[src/rtl/count_uart_tx.sv]
// Sends each change of the 4-bit count as one ASCII hex character on an 8N1 UART line.
// Optional build macro COUNT_UART_CRLF_EN appends a CR and an LF frame after every character.
module count_uart_tx #(
  parameter int CLKS_PER_BIT = 87,
  parameter int CNT_W        = 4
) (
  input  logic             clk,
  input  logic             rst,
  input  logic [CNT_W-1:0] count_i,
  input  logic             en_i,
  output logic             tx_o,
  output logic             busy_o,
  output logic             overrun_o
);

  localparam int BAUD_W = (CLKS_PER_BIT > 2) ? $clog2(CLKS_PER_BIT) : 1;

  typedef enum logic [1:0] {S_IDLE, S_START, S_DATA, S_STOP} state_t;

  state_t            state_q, state_d;
  logic [BAUD_W-1:0] baud_q, baud_d;
  logic [2:0]        bit_q, bit_d;
  logic [7:0]        shift_q, shift_d;
  logic              tx_q, tx_d;
  logic              busy_q, busy_d;
  logic [3:0]        prev_q, prev_d;
  logic              pend_q, pend_d;
  logic [3:0]        pend_val_q, pend_val_d;
  logic              overrun_q, overrun_d;

  logic [3:0] cnt_lo;
  logic       chg;
  logic       baud_done;
  logic       load_any;
  logic       load_pend;
  logic [7:0] load_byte;
  logic       unused_count;

  // Only the low nibble is encoded; the reduction keeps the upper bits formally consumed.
  assign unused_count = ^count_i;
  assign cnt_lo    = count_i[3:0];
  assign chg       = (cnt_lo != prev_q) & en_i;
  assign baud_done = (baud_q == BAUD_W'(CLKS_PER_BIT - 1));

  function automatic logic [7:0] hex_ascii(input logic [3:0] n);
    return (n < 4'd10) ? (8'h30 + {4'h0, n}) : (8'h37 + {4'h0, n});
  endfunction

`ifdef COUNT_UART_CRLF_EN
  // chr_q: 0 = hex char in flight (or none), 1 = CR due/in flight, 2 = LF due/in flight.
  logic [1:0] chr_q, chr_d;
  assign load_pend = (state_q == S_IDLE) & pend_q & (chr_q == 2'd0);
  assign load_any  = (state_q == S_IDLE) & (pend_q | (chr_q != 2'd0));
  assign load_byte = (chr_q == 2'd1) ? 8'h0D :
                     (chr_q == 2'd2) ? 8'h0A : hex_ascii(pend_val_q);
`else
  assign load_pend = (state_q == S_IDLE) & pend_q;
  assign load_any  = load_pend;
  assign load_byte = hex_ascii(pend_val_q);
`endif

  always_ff @(posedge clk or posedge rst) begin
    if (rst) begin
      state_q    <= S_IDLE;
      baud_q     <= '0;
      bit_q      <= '0;
      shift_q    <= '0;
      tx_q       <= 1'b1;
      busy_q     <= 1'b0;
      prev_q     <= '0;
      pend_q     <= 1'b0;
      pend_val_q <= '0;
      overrun_q  <= 1'b0;
`ifdef COUNT_UART_CRLF_EN
      chr_q      <= '0;
`endif
    end else begin
      state_q    <= state_d;
      baud_q     <= baud_d;
      bit_q      <= bit_d;
      shift_q    <= shift_d;
      tx_q       <= tx_d;
      busy_q     <= busy_d;
      prev_q     <= prev_d;
      pend_q     <= pend_d;
      pend_val_q <= pend_val_d;
      overrun_q  <= overrun_d;
`ifdef COUNT_UART_CRLF_EN
      chr_q      <= chr_d;
`endif
    end
  end

  always_comb begin
    state_d = state_q;
    case (state_q)
      S_IDLE:  if (load_any) state_d = S_START;
      S_START: if (baud_done) state_d = S_DATA;
      S_DATA:  if (baud_done && bit_q == 3'd7) state_d = S_STOP;
      S_STOP:  if (baud_done) state_d = S_IDLE;
      default: state_d = S_IDLE;
    endcase
  end

  always_comb begin
    baud_d     = (state_q == S_IDLE || baud_done) ? '0 : baud_q + 1'b1;
    bit_d      = bit_q;
    shift_d    = shift_q;
    tx_d       = tx_q;
    busy_d     = busy_q;
    prev_d     = cnt_lo;
    pend_d     = pend_q;
    pend_val_d = pend_val_q;
    overrun_d  = overrun_q;
`ifdef COUNT_UART_CRLF_EN
    chr_d      = chr_q;
`endif

    case (state_q)
      S_IDLE: if (load_any) begin
        shift_d = load_byte;
        bit_d   = '0;
        tx_d    = 1'b0;
        busy_d  = 1'b1;
      end
      S_START: if (baud_done) tx_d = shift_q[0];
      S_DATA: if (baud_done) begin
        if (bit_q == 3'd7) begin
          tx_d = 1'b1;
        end else begin
          shift_d = shift_q >> 1;
          tx_d    = shift_q[1];
          bit_d   = bit_q + 3'd1;
        end
      end
      S_STOP: if (baud_done) begin
`ifdef COUNT_UART_CRLF_EN
        if (chr_q == 2'd2) begin
          chr_d  = 2'd0;
          busy_d = 1'b0;
        end else begin
          chr_d  = chr_q + 2'd1;
        end
`else
        busy_d = 1'b0;
`endif
      end
      default: ;
    endcase

    // A load frees the buffer first, so a change on the same edge is not an overrun.
    if (load_pend) pend_d = 1'b0;
    if (chg) begin
      if (pend_d) overrun_d = 1'b1;
      pend_d     = 1'b1;
      pend_val_d = cnt_lo;
    end
  end

  assign tx_o      = tx_q;
  assign busy_o    = busy_q;
  assign overrun_o = overrun_q;

endmodule

[config.mk]
export PLATFORM = sky130hd
export DESIGN_NAME = count_uart_tx
export DESIGN_NICKNAME = d
export VERILOG_FILES = /design/src/rtl/count_uart_tx.sv
export SDC_FILE = /design/constraint.sdc
export NUM_CORES = 1
export LEC_CHECK = 0
export BUFFER_PORTS_ARGS = -buffer_cell sky130_fd_sc_hd__buf_2
export CORE_MARGIN = 8
export CORE_UTILIZATION = 53
export DETAILED_ROUTE_END_ITERATION = 12
export PLACE_DENSITY = 0.73
export SLEW_MARGIN = 25
export SYNTH_ARGS = -nofsm -noshare
export SYNTH_HDL_FRONTEND = slang
export SYNTH_SLANG_ARGS = --single-unit
[constraint.sdc]
create_clock -name clk -period 1.8 [get_ports clk]
set_input_delay 0.18 -clock clk [delete_from_list [all_inputs] [get_ports clk]]
set_output_delay 0.18 -clock clk [all_outputs]
set_load 0.01 [all_outputs]
==> reports/metrics.csv <==
metric,value,unit
combinational share of power,0.103,
Worst-path clk slew,100,ps
crit-path cells,ha_2 > ha_4 > nand4b_4 > a211oi_4 > buf_12 > mux2_4,
peak supply drop,463.4,uV
RePlAce Congestion,0.8340,
slew at the pin closest to its max-slew limit,384.4,ps
Vias/cell,5.436,
DP HPWL,2364,um
Highest Signal Layer,met4,
Post-route DRC,0,
net switching power,314.8,uW
CTS Buffer Depth,2,
"FF+latch count, synth",31,
Synth area leader,dfrtp_1,
WL/cell,14.95,um
RSZ-0062 raised after global routing,yes,
row count,20,
outcome,finished clean,
minimum clock period,1784,ps
fin util,0.6729,
"count leader, synth",dfrtp_1,
"Async S/R FF share, synth",1.000,
Bufs and invs on worst path,1,
share of cells above drive strength 1,0.3209,
nets,203,
distinct cell type count of the synthesized netlist,35,
Initial Util,0.5487,
pwr dens,620.6,nW/um2
Die X,71.76,um
final period utilization,0.9911,
CP max FO,8,
initial antenna violation count,0,
crit path DAT,1990,ps
Die Y,71.76,um
CP max stage cell,dfrtp_1,
"CP delay by family, top",flip-flops,
# port buffers,9,
Final Setup Violations,0,
Clock Tree Root,clkbuf_4,
Most used DFF post-synth,dfrtp_1,
met3 WL,125,um
Post-synth EDFFs,0,
Synth-to-Final Area Change,22.63,%
number of synthesis warnings,0,
vias in the first global route,1245,
Area contributors post-synth,"dfrtp_1 (46%), ha_1 (7.6%), mux2_2 (7.5%)",
sw frac,0.2510,
diode count,0,
CP Class,reg -> reg,
Antenna Nets Post-Route,0,
clock share of power,0.303,
Mapped Cells,149,
I/O Pins,10,
GRT Residual Overflow,0,
f_max,560.5,MHz
die area,5150,um2
initial drt markers,77,
Mean Syn Cell Area,11.06,um2
register area share after synthesis,0.4715,
clock skew,10.75,ps
synthesized area,1648,um2
final hold viol count,0,
Vias,1196,
Hold Crit Class,in -> reg,
internal power,939.2,uW
final wirelength,3290,um
Slew HR,0.7437,
M1 WL,1456,um
Critical Path Start Type,flop,
"top cells by count, synth","dfrtp_1 (30), inv_1 (13), nor2_1 (12)",
met2 WL post-DR,1677,um
# clock sinks,31,
htree depth,2,
CP endpoint kind,flop,
Max-cap violations,0,
Synth top area share,0.4556,
Clock Latency Late Sink,320,ps
register share of total power,0.594,
total iterations of the first detailed-routing run,4,
global-route wire length before repair,5761,um
Power Total,1.254,mW
Syn Nets,166,
TritonCTS clock tree,yes,
Core ar.,3003,um2
Layout fillers,229,
CP required,2010,ps
Leakage,0.9727,nW
Total Routing Usage GR,0.1432,
CTS Buf Count,5,
max-slew violations,0,
largest net degree at the start of global routing,32,
crit-path max cell delay,410,ps
## final timing paths
path | startpoint | to | slack, ps | depth (start not counted)
worst max-delay path | bit_q[1] | shift_q[6] | 20 | 6
worst min-delay path | en_i | pend_q | 220 | 4
worst max register to register | bit_q[1] | shift_q[6] | 20 | 6
worst min register to register | overrun_o | overrun_o | 490 | 1
max in group asynchronous | rst | tx_o | 1020 | 4
min in group asynchronous | rst | state_q[1] | 470 | 4
## state kept, by name, summed over array words and instances (netlist names)
name / cells
baud_q: 7
shift_q: 7
pend_val_q: 4
prev_q: 4
bit_q: 3
state_q: 2
busy_o: 1
overrun_o: 1
pend_q: 1
tx_o: 1
## worst min-delay path, delay by kind of cell
family	cells	cell delay, ps
AND/OR/NAND/NOR	1	50
buffers and inverters	2	240
AO/OA/AOI/OAI	1	40
## metal layers
metal | global-route usage | vias up
met2 | 0.2277 | 21
li1 | - | 581
met1 | 0.1730 | 590
met5 | 0 | -
met3 | 0.03905 | 4
met4 | 0.07256 | 0
## power groups by stage
stage / sequential, mW / combinational [mW] / clock [mW]
after CTS: 0.745 / 0.131 / 0.396
after global placement: 0.756 / 0.115 / 0
after detailed placement: 0.758 / 0.122 / 0
final: 0.745 / 0.129 / 0.380
after global routing: 0.750 / 0.147 / 0.425
after floorplan: 0.751 / 0.0898 / 0
## kinds of logic after synthesis
logic type	synth area share
AO/OA/AOI/OAI	0.1116
XOR/XNOR	0.05315
adder cells (fa/ha/maj)	0.07593
buffers and inverters	0.03645
flip-flops	0.4715
multiplexers	0.1177
AND/OR/NAND/NOR	0.1336
## placed cells by master (no fill, tap or decap), drive strengths merged, types with 3 or more instances in the layout
cell	count
nand3	4
nand2b	3
o21ai	10
mux2	11
buf	28
inv	13
dfrtp	30
xor2	8
clkbuf	7
nor2	12
dlygate4sd3	5
mux2i	7
ha	10
a21oi	6
nand2	8
## repair_timing
action,4_1_cts,5_1_grt
gates resized for setup,0,3
hold endpoints to repair,34,0
setup endpoints to repair,5,9
hold buffers,5,0
buffers inserted,0,3
pin swaps,1,2
## per-stage QoR
step | instance area, um2 | setup slack (ps) | std cells | setup TNS [ps] | hold WS [ps]
2_1_floorplan | 1683 | -58.64 | 149 | -293.2 | 211.4
3_3_place_gp | 1889 | 23.23 | 204 | 0 | 266.6
3_5_place_dp | 1889 | -16.71 | 204 | -52.68 | 280.8
4_1_cts | 1989 | 4.546 | 217 | 0 | 204.8
5_1_grt | 2021 | -37.18 | 220 | -181.2 | 227.7
6_report | 2021 | 15.94 | 220 | 0 | 220.3
## area by class of cell
type / instances / area, um2 / share of cell area
repair buffers: 33 / 250.2 / 0.1238
well taps: 33 / 41.29 / 0.02043
flip-flops and latches: 31 / 777.0 / 0.3845
clock inverters: 1 / 5.005 / 0.002477
multi-input cells: 102 / 853.3 / 0.4223
clock buffers: 7 / 45.04 / 0.02229
inverters: 13 / 48.80 / 0.02415
(Power assumes the default switching activity.)
